### config.mk
export PLATFORM = sky130hd
export DESIGN_NAME = alu_cmd_sequencer
export DESIGN_NICKNAME = d
export VERILOG_FILES = /design/src/rtl/alu_cmd_sequencer.sv
export SDC_FILE = /design/constraint.sdc
export NUM_CORES = 1
export LEC_CHECK = 0
export ABC_AREA = 1
export CAP_MARGIN = 10
export CORE_ASPECT_RATIO = 1.4
export CORE_MARGIN = 2
export CORE_UTILIZATION = 40
export CTS_CLUSTER_DIAMETER = 200
export CTS_CLUSTER_SIZE = 10
export DETAILED_ROUTE_END_ITERATION = 6
export GPL_ROUTABILITY_DRIVEN = 0
export HOLD_SLACK_MARGIN = 0.1
export PLACE_DENSITY_LB_ADDON = 0.12
export SLEW_MARGIN = 15
export SYNTH_ARGS = -nofsm -noshare
export SYNTH_HDL_FRONTEND = slang
export SYNTH_SLANG_ARGS = --single-unit
### constraint.sdc
create_clock -name CLK -period 3.2 [get_ports CLK]
set_clock_uncertainty 0.2 [all_clocks]
set_input_delay 0.64 -clock CLK [delete_from_list [all_inputs] [get_ports CLK]]
set_output_delay 0.64 -clock CLK [all_outputs]
set_load 0.01 [all_outputs]
### src/rtl/alu_cmd_sequencer.sv
`default_nettype none
// ============================================================================
// Module   : alu_cmd_sequencer
// Purpose  : Upstream command stage for the ALU. Takes one operation per
//            cmd valid/ready handshake, serialises operands A, B and an
//            optional D onto the shared ALU data bus with WA/WB/WD strobes,
//            waits for FINP (with a watchdog), reads R1/R2/FLAGS through WR
//            and returns them on a res valid/ready handshake.
// Ports    : CLK, RST (sync, active-low)
//            cmd_valid/cmd_ready, cmd_op, cmd_a, cmd_b, cmd_d, cmd_use_d
//            alu_A, alu_op, alu_WA, alu_WB, alu_WD, alu_WR  (to ALU)
//            alu_R1, alu_R2, alu_FLAGS, alu_FINP            (from ALU)
//            res_valid/res_ready, res_r1, res_r2, res_flags, res_timeout
// Revision : 1.0  initial release
// ============================================================================
module alu_cmd_sequencer #(
  parameter int DW         = 16,
  parameter int OPW        = 6,
  parameter int STROBE_CYC = 2,
  parameter int TIMEOUT    = 255
) (
  input  logic           CLK,
  input  logic           RST,
  input  logic           cmd_valid,
  output logic           cmd_ready,
  input  logic [OPW-1:0] cmd_op,
  input  logic [DW-1:0]  cmd_a,
  input  logic [DW-1:0]  cmd_b,
  input  logic [DW-1:0]  cmd_d,
  input  logic           cmd_use_d,
  output logic [DW-1:0]  alu_A,
  output logic [OPW-1:0] alu_op,
  output logic           alu_WA,
  output logic           alu_WB,
  output logic           alu_WD,
  output logic [1:0]     alu_WR,
  input  logic [DW-1:0]  alu_R1,
  input  logic [DW-1:0]  alu_R2,
  input  logic [DW-1:0]  alu_FLAGS,
  input  logic           alu_FINP,
  output logic           res_valid,
  input  logic           res_ready,
  output logic [DW-1:0]  res_r1,
  output logic [DW-1:0]  res_r2,
  output logic [DW-1:0]  res_flags,
  output logic           res_timeout
);

  localparam int SCW = (STROBE_CYC > 1) ? $clog2(STROBE_CYC) : 1;
  localparam int TW  = $clog2(TIMEOUT + 1);
  localparam logic [SCW-1:0] STROBE_LAST = SCW'(STROBE_CYC - 1);
  localparam logic [TW-1:0]  WAIT_LAST   = TW'(TIMEOUT - 1);
  localparam logic [TW-1:0]  WAIT_MAX    = TW'(TIMEOUT);

  typedef enum logic [2:0] {
    S_IDLE     = 3'd0,
    S_LD_A     = 3'd1,
    S_LD_B     = 3'd2,
    S_LD_D     = 3'd3,
    S_WAIT_FIN = 3'd4,
    S_READ     = 3'd5,
    S_RESP     = 3'd6
  } state_t;

  state_t          state;
  logic [DW-1:0]   b_q;
  logic [DW-1:0]   d_q;
  logic            use_d_q;
  logic [SCW-1:0]  strobe_cnt;
  logic [TW-1:0]   wait_cnt;
  logic            read_2nd;

  always_ff @(posedge CLK) begin
    if (!RST) begin
      state       <= S_IDLE;
      cmd_ready   <= 1'b1;
      alu_A       <= '0;
      alu_op      <= '0;
      alu_WA      <= 1'b0;
      alu_WB      <= 1'b0;
      alu_WD      <= 1'b0;
      alu_WR      <= 2'b00;
      res_valid   <= 1'b0;
      res_r1      <= '0;
      res_r2      <= '0;
      res_flags   <= '0;
      res_timeout <= 1'b0;
      b_q         <= '0;
      d_q         <= '0;
      use_d_q     <= 1'b0;
      strobe_cnt  <= '0;
      wait_cnt    <= '0;
      read_2nd    <= 1'b0;
    end else begin
      case (state)
        S_IDLE: begin
          if (cmd_valid && cmd_ready) begin
            // Operand A goes straight onto the bus; B/D wait in holding regs.
            b_q        <= cmd_b;
            d_q        <= cmd_d;
            use_d_q    <= cmd_use_d;
            alu_op     <= cmd_op;
            alu_A      <= cmd_a;
            alu_WA     <= 1'b1;
            cmd_ready  <= 1'b0;
            strobe_cnt <= '0;
            state      <= S_LD_A;
          end
        end

        S_LD_A: begin
          if (strobe_cnt == STROBE_LAST) begin
            strobe_cnt <= '0;
            alu_WA     <= 1'b0;
            alu_WB     <= 1'b1;
            alu_A      <= b_q;
            state      <= S_LD_B;
          end else begin
            strobe_cnt <= strobe_cnt + SCW'(1);
          end
        end

        S_LD_B: begin
          if (strobe_cnt == STROBE_LAST) begin
            strobe_cnt <= '0;
            alu_WB     <= 1'b0;
            if (use_d_q) begin
              alu_WD <= 1'b1;
              alu_A  <= d_q;
              state  <= S_LD_D;
            end else begin
              alu_A    <= '0;
              wait_cnt <= '0;
              state    <= S_WAIT_FIN;
            end
          end else begin
            strobe_cnt <= strobe_cnt + SCW'(1);
          end
        end

        S_LD_D: begin
          if (strobe_cnt == STROBE_LAST) begin
            strobe_cnt <= '0;
            alu_WD     <= 1'b0;
            alu_A      <= '0;
            wait_cnt   <= '0;
            state      <= S_WAIT_FIN;
          end else begin
            strobe_cnt <= strobe_cnt + SCW'(1);
          end
        end

        S_WAIT_FIN: begin
          // FINP is tested before the watchdog so a finish on the final
          // counted cycle still produces a real result.
          if (alu_FINP) begin
            alu_WR   <= 2'b11;
            read_2nd <= 1'b0;
            state    <= S_READ;
          end else if (wait_cnt == WAIT_LAST) begin
            alu_op      <= '0;
            res_valid   <= 1'b1;
            res_timeout <= 1'b1;
            res_r1      <= '0;
            res_r2      <= '0;
            res_flags   <= '0;
            state       <= S_RESP;
          end
          if (wait_cnt != WAIT_MAX) begin
            wait_cnt <= wait_cnt + TW'(1);
          end
        end

        S_READ: begin
          if (!read_2nd) begin
            read_2nd <= 1'b1;
          end else begin
            res_r1      <= alu_R1;
            res_r2      <= alu_R2;
            res_flags   <= alu_FLAGS;
            res_timeout <= 1'b0;
            res_valid   <= 1'b1;
            alu_WR      <= 2'b00;
            alu_op      <= '0;
            state       <= S_RESP;
          end
        end

        S_RESP: begin
          if (res_ready) begin
            res_valid <= 1'b0;
            cmd_ready <= 1'b1;
            state     <= S_IDLE;
          end
        end

        default: begin
          state <= S_IDLE;
        end
      endcase
    end
  end

endmodule
`default_nettype wire

* Yosys cells after proc, flatten, opt, wreduce, memory -nomap -nowiden
Index checks and enable logic that the tools add are counted.
** Storage, ports and cells
- Register bits :: 124
- Bits of input ports :: 108
** Cells by class
- Eq/ne operators :: 21
- $add $sub $neg :: 2
- Reduce and logical (&&, ||, !) cells :: 27
- Multiplexer cells :: 59
** Operators with widths (count)
- two-way mux 16 bit :: 10
- one-hot mux 16 bit (2 select lines) :: 3
- one-hot mux 16 bit (4 select lines) :: 1
- two-way mux 8 bit :: 4
- two-way mux 3 bit :: 9
- two-way mux 6 bit :: 4
- != test 2 bit (second input constant) :: 12
- one-hot mux 8 bit (3 select lines) :: 1
- one-hot mux 3 bit (7 select lines) :: 1
- AND reduction 5 bit :: 4
- one-hot mux 6 bit (3 select lines) :: 1
- two-way mux 1 bit :: 14
- one-hot mux 1 bit (2 select lines) :: 7
- AND reduction 3 bit :: 4
- nonzero test 2 bit :: 6
- equality test 3 bit (second input constant) :: 3
- nonzero test 3 bit :: 3
- adder 8 x 1 -> 8 bit (second input constant) :: 1
- equality test 8 bit (second input constant) :: 1
- != test 8 bit (second input constant) :: 1
- AND reduction 4 bit :: 2
- AND reduction 7 bit :: 1
- equality test 3 x 2 -> 1 bit (second input constant) :: 2
- AND reduction 2 bit :: 3
- 10 further kinds :: 11

* Depth between registers and ports, before layout
Gate-level depths: netlist (run 1).
- Depth after elaboration :: 4
- Depth in mapped cells :: 11
- Mapped depth without buffers :: 11

* Least setup slack after synthesis (run 1)
Ideal clock, no wire load.
- Path kind :: input port to flip-flop
- From :: input port RST
- To :: register res_r1[6]
- Data required time :: 2859 ps
- Setup time :: 141 ps
- Stages on the path :: 4
- Path slack :: 1336 ps
- Buffers on the path :: 2
- Arrival time :: 1522 ps
- Cells stage by stage :: inv_1 -> clkbuf_1 -> clkbuf_1 -> a21oi_1
** RTL lines
- from (decl) :: line 23 : input logic RST,
- to (signal assigned) :: line 178 : res_r1 <= alu_R1;
- to (decl) :: line 43 : output logic [DW-1:0] res_r1,
No word-level cell between the ends.

* Final worst setup path (run 1)
- From :: register alu_WR[0]
- To :: output port alu_WR[0]
** RTL lines
- from (decl) :: line 36 : output logic [1:0] alu_WR,
- from (signal assigned) :: line 82 : alu_WR <= 2'b00;
- from (signal assigned) :: line 157 : alu_WR <= 2'b11;
- from (signal assigned) :: line 183 : alu_WR <= 2'b00;
No word-level cell between the ends.

==> results.ini, run 1 <==
[worst_setup_path]
startpoint_type=register
crit-reg2reg-launch=state[0]
worst-setup-path-type=register to output port
worstPathArrival_ns=1.36
critPathTopFamily=buffers and inverters
critPathMaxStageDelay_ns=0.57
reg2regPathDepth=7
cp-end-kind=output port
reg2reg_slack_ns=1.03
crit_required_ns=2.36
crit_path_top_delay_cell=clkdlybuf4s50_1
critPathMaxFanout=3
path_buf_inv=1
reg2reg_to=res_r2[9]
critical_path.cell_chain=clkdlybuf4s50_1

[timing]
timing.final.ws_setup_ns=0.998
fin_crit_sh=0.688
tightestPinTransition_ns=0.653
setup_tns_ns=0
max_freq_mhz=454
final-setup-viol-count=0
rsz0062_at_grt=false
finalCriticalPeriod_ns=2.20
hold_viol_final=0
slew_viol_final=0
maxSlewHeadroom=0.564

[cts]
cts_num_sinks=123
path_clk_slew_ns=0.05
cts_tree=yes
cts_resized=0
cts_buffers=17
cts_hold_buf=0
clock_latency_ns=0.40
post_cts_buffers=0
htree_levels=4
clockBufferDepth=2
cts-root-buf=clkbuf_16

[synthesis]
synth_edf_count=0
synth_top_flop_cell=dfxtp_1
syn_area_per_cell_um2=7.32
synthMuxAreaShare=0
synth-async-reset-ratio=0
yosysWarnings=0
synth.distinct_cells=30
ys_ff_latch=123
ys_top_cells_by_area=dfxtp_1, nand2_1, a21oi_1
synth_area_um2=5160
syn_inst=705
seq_area_frac_synth=0.477
synth_nets=815
ys_top_cells_by_count=nand2_1, dfxtp_1, a21oi_1
synth_top_family_by_area=simple AND/OR/NAND/NOR gates
synthAdderAreaFrac=0.00485
synthSimpleGateAreaFrac=0.281
synth_top_area_cell=dfxtp_1
synth_compound_area_frac=0.147
yosysTopAreaCellShare=0.477
synth_most_common_cell=nand2_1
synthXorXnorAreaFrac=0.00339

[detailed_routing]
drt_wl_total_mm=14.1
drt_drc_violations_left=0
vias_per_cell=4.85
drt_first_pass_iters=4
antenna_left=0
drt_iter0_markers=188
via_count=5073
wl_per_cell_um=13.5

[hold_path]
whs_path_depth=2
hp-start=b_q[11]
min_to=b_q[11]
hold_path.class=register to register

[power_and_ir_drop]
total_power_uw=5770
ir_worst_vdd_mv=0.463
p_leak_uw=0.00302
power_density_nw_per_um2=744

[floorplan]
die_w_um=100
floorplan.initialDensity=0.405
row_count=49
io_pins=186
die_y_um=138
coreArea_um2=12800
dieArea_um2=13800

[finish]
drive_above_1_share=0.0930
final_nets=989
areaGrowthSynthToFinish_pct=50.3
diodes=0

[grt]
grt_max_degree=59
grt_antenna_before_repair=0
grt_pass1_vias=4950
grt_pass1_wl_mm=23.1
grt_overflow=0
grt.total_usage=0.206

[placed_design]
port_buffers=185
preCtsSetupSlack_ns=0.677
hpwlAfterDp_mm=10.2

[status]
status=complete, no violations

[run]
drv_cap=0

cells by family after synthesis:
kind of cell,Yosys count
adder cells (fa/ha/maj),2
flip-flops,123
AO/OA/AOI/OAI,142
XOR/XNOR,2
AND/OR/NAND/NOR,333
buffers and inverters,103
state kept, by name (all words and copies together), names as in the netlist, 3 cells and up:
register   flops
res_flags     16
alu_op         6
res_r1        16
wait_cnt       8
res_r2        16
b_q           16
alu_A         16
state          3
d_q           16
cell type report:
class	instances	area, µm²
multi-input cells	479	2260
clock inverters	14	241
clock buffers	18	439
well taps	153	191
flip-flops and latches	123	2460
repair buffers	193	1920
fillers	1198	5000
inverters	65	244
routing by layer:
metal,routed length [µm],GRT usage
met1,5890,0.235
met4,203,0.0865
met3,778,0.0521
met5,0,0
met2,7180,0.362
stage by stage:
stage          instance area, µm²  std cells  hold WS, ns   util
6_report                     7750       1045        0.243  0.608
5_1_grt                      7750       1045        0.262  0.608
4_1_cts                      7750       1045        0.246  0.608
3_5_place_dp                 7070       1013        0.237  0.555
3_3_place_gp                 7070       1013        0.232  0.555
2_1_floorplan                5160        705        0.224      -
power by group:
part	switching (µW)	internal, µW	total (µW)	leakage [µW]
Sequential	181	1820	2000	0.00100
Combinational	921	669	1590	0.00169
Clock	695	1490	2180	0.000331
cell usage in the layout, fill, tap and decap left out, drive strengths merged:
master           n
or2              1
a21oi          100
inv             67
xor2             2
clkinv           5
a211oi           1
ha               2
clkinvlp         1
dfxtp          123
nor2            38
clkdlybuf4s50  184
o221a            1
bufinv           6
o21ai           40
nand4            8
buf              9
nand2          235
nor3b            1
nor3             2
clkbuf          18
nand3           48
worst max-delay path by stage:
stage	slack, ns	start	end	cells past startpoint
finish	1.0	alu_WR[0]	alu_WR[0]	1
global route	0.86	state[2]	res_r2[13]	7
CTS	0.96	res_valid	res_valid	1
detailed placement	0.68	alu_FINP	res_r2[9]	8
global placement	0.72	alu_FINP	res_r1[3]	8
floorplan	1.34	RST	res_r1[6]	4
Note: power is estimated with default switching activity, not from simulation.
==> run 2: changes to the inputs <==
==> constraint.sdc (replaced) <==
create_clock -name CLK -period 1.8 [get_ports CLK]
set_clock_uncertainty 0.2 [all_clocks]
set_input_delay 0.36 -clock CLK [delete_from_list [all_inputs] [get_ports CLK]]
set_output_delay 0.36 -clock CLK [all_outputs]
set_load 0.01 [all_outputs]
==> run 2 against run 1 <==
Against the previous run:
- first-iteration DRC count rose by 4.3%
- routed wire length rose by 6.8%
- sequential power rose by 77%
- critical path type is now register to register
- largest power group is now registers
- highest routed layer unchanged
==> results.ini, run 2 (same netlist as run 1, synthesis figures left out) <==
[detailed_routing]
via_count=5235
vias_per_cell=4.85
drt_drc_violations_left=0
antenna_left=0
wl_per_cell_um=13.9
drt_first_pass_iters=5
drt_iter0_markers=196
drt_wl_total_mm=15.0

[cts]
htree_levels=4
cts_buffers=17
clock_latency_ns=0.41
cts_num_sinks=123
cts_tree=yes
cts-root-buf=clkbuf_16
path_clk_slew_ns=0.05
clockBufferDepth=2

[finish]
final_cell_mix=nand2_1, dfxtp_1, clkdlybuf4s50_1, a21oi_1, dlygate4sd2_1
areaGrowthSynthToFinish_pct=56.0
final_nets=1024
drive_above_1_share=0.146
fillers=1158
final_common_cell=nand2_1
diodes=0
instances_no_fill=1080

[timing]
hold_viol_final=0
fin_crit_sh=0.974
final-setup-viol-count=0
max_freq_mhz=570
tightestPinTransition_ns=0.329
rsz0062_at_grt=true
maxSlewHeadroom=0.781
slew_viol_final=0
finalCriticalPeriod_ns=1.75

[worst_setup_path]
crit_required_ns=1.92
crit_path_top_delay_cell=dfxtp_2
endpoint=res_flags[8]
worstPathArrival_ns=1.87
critPathMaxFanout=8
startpoint=state[2]
critPathMaxStageDelay_ns=0.40
reg2reg_to=res_flags[8]
reg2reg_slack_ns=0.05
startpoint_type=register
cp-end-kind=register
critical_path.cell_chain=buf_4 -> nand2_2 -> nor2_4 -> nor2_4 -> nand3_4 -> buf_12 -> nand2_1 -> a21oi_1
crit-reg2reg-launch=state[2]
worst-setup-path-type=register to register
reg2regPathDepth=8
worst_path_most_repeated_cell=nor2_4

[floorplan]
row_count=49
io_pins=186
floorplan.initialDensity=0.405
die_y_um=138
coreArea_um2=12800
die_w_um=100
dieArea_um2=13800

[grt]
grt_antenna_before_repair=0
grtUsageMet3=0.0662
met2_usage=0.343
grt.total_usage=0.205
grt_use_met1=0.239
grt_overflow=0
grt_pass1_wl_mm=22.8
grt.busiest_layer=met2
grt_pass1_vias=4831
grt_max_degree=66

[power_and_ir_drop]
total_power_uw=10300
power_density_nw_per_um2=1280
p_leak_uw=0.00357
ir_worst_vdd_mv=0.698

[placed_design]
hpwlAfterDp_mm=10.1
dp.cells=1037
port_buffers=185

[status]
status=complete, no violations

[hold_path]
hold_path.class=input pin to register

[run]
drv_cap=0

run 2: changes by cell type in the layout (fill, tap and decap cells not counted), moves of 3 or more:
cell / change
dlygate4sd2_1: +78
dfxtp_2: +7
buf_12: +4
buf_4: +23
dfxtp_1: -7
nand2_2: +4
bufinv_16: -3
clkbuf_16: +4
nor2_4: +3
buf_6: +3
clkdlybuf4s50_1: -78
nand2_1: -5
run 2: area by class of cell:
class                           count  area, µm²  share of cell area
Clock buffer                       19        443              0.0550
Clock inverter                     13        166              0.0207
Inverter                           65        244              0.0303
Multi-Input combinational cell    480       2320               0.289
Sequential cell                   123       2470               0.307
Tap cell                          153        191              0.0238
Timing Repair Buffer              227       2210               0.274
run 2: timing repair:
item                                    4_1_cts  5_1_grt
endpoints found under the hold margin         0        0
pin swaps                                     0        8
endpoints found under the setup margin       82       80
gates cloned                                  0        8
hold buffers                                  0        0
resized for setup                            80       22
setup buffers                                 0        3
run 2: stage by stage:
step	TNS, ns	util	hold WS (ns)	setup slack (ns)	cell area [µm²]
6_report	0	0.631	0.179	0.0471	8050
3_5_place_dp	-10.83	0.573	0.236	-0.209	7300
5_1_grt	-0.0258	0.631	0.178	-0.0222	8050
3_3_place_gp	-8.54	0.573	0.231	-0.134	7300
4_1_cts	0	0.613	0.164	0.0238	7820
2_1_floorplan	0	-	0.224	0.169	5160
run 2: worst min path at each step:
| stage | startpoint | end | slack, ns | cells after the start |
|---|---|---|---|---|
| 2_1_floorplan | b_q[10] | b_q[10] | 0.22 | 2 |
| 3_3_place_gp | d_q[7] | d_q[7] | 0.23 | 2 |
| 3_5_place_dp | b_q[8] | b_q[8] | 0.24 | 2 |
| 4_1_cts | RST | cmd_ready | 0.16 | 3 |
| 5_1_grt | RST | cmd_ready | 0.18 | 3 |
| 6_report | RST | cmd_ready | 0.18 | 3 |
run 2: critical path: cells and delay by family, from the launching register on:
kind | cells | cell delay (ns)
buf+inv | 2 | 0.31
simple gates | 5 | 0.57
flops | 1 | 0.40
compound gates | 1 | 0.17
run 2: report_power, final:
group          internal [µW]  total (µW)  leakage (µW)  switching [µW]
clock                   2220        3470      0.000290            1250
combinational           1470        3310       0.00227            1840
sequential              3230        3530       0.00100             299
total                   6930       10300       0.00357            3380
run 2: routing by layer:
metal,share of wire,vias to the layer above
li1,-,2678
met5,0,-
met1,0.40,2348
met4,0.026,0
met2,0.51,183
met3,0.065,26
==> run 3: changes to the inputs <==
--- a/config.mk
+++ b/config.mk
@@ -6,7 +6,7 @@
 export NUM_CORES = 1
 export LEC_CHECK = 0
 export ABC_AREA = 1
-export CAP_MARGIN = 10
+export CAP_MARGIN = 0
 export CORE_ASPECT_RATIO = 1.4
 export CORE_MARGIN = 2
 export CORE_UTILIZATION = 40
==> results of run 3 <==
Final layout, timing and power as in run 2 (identical DEF).
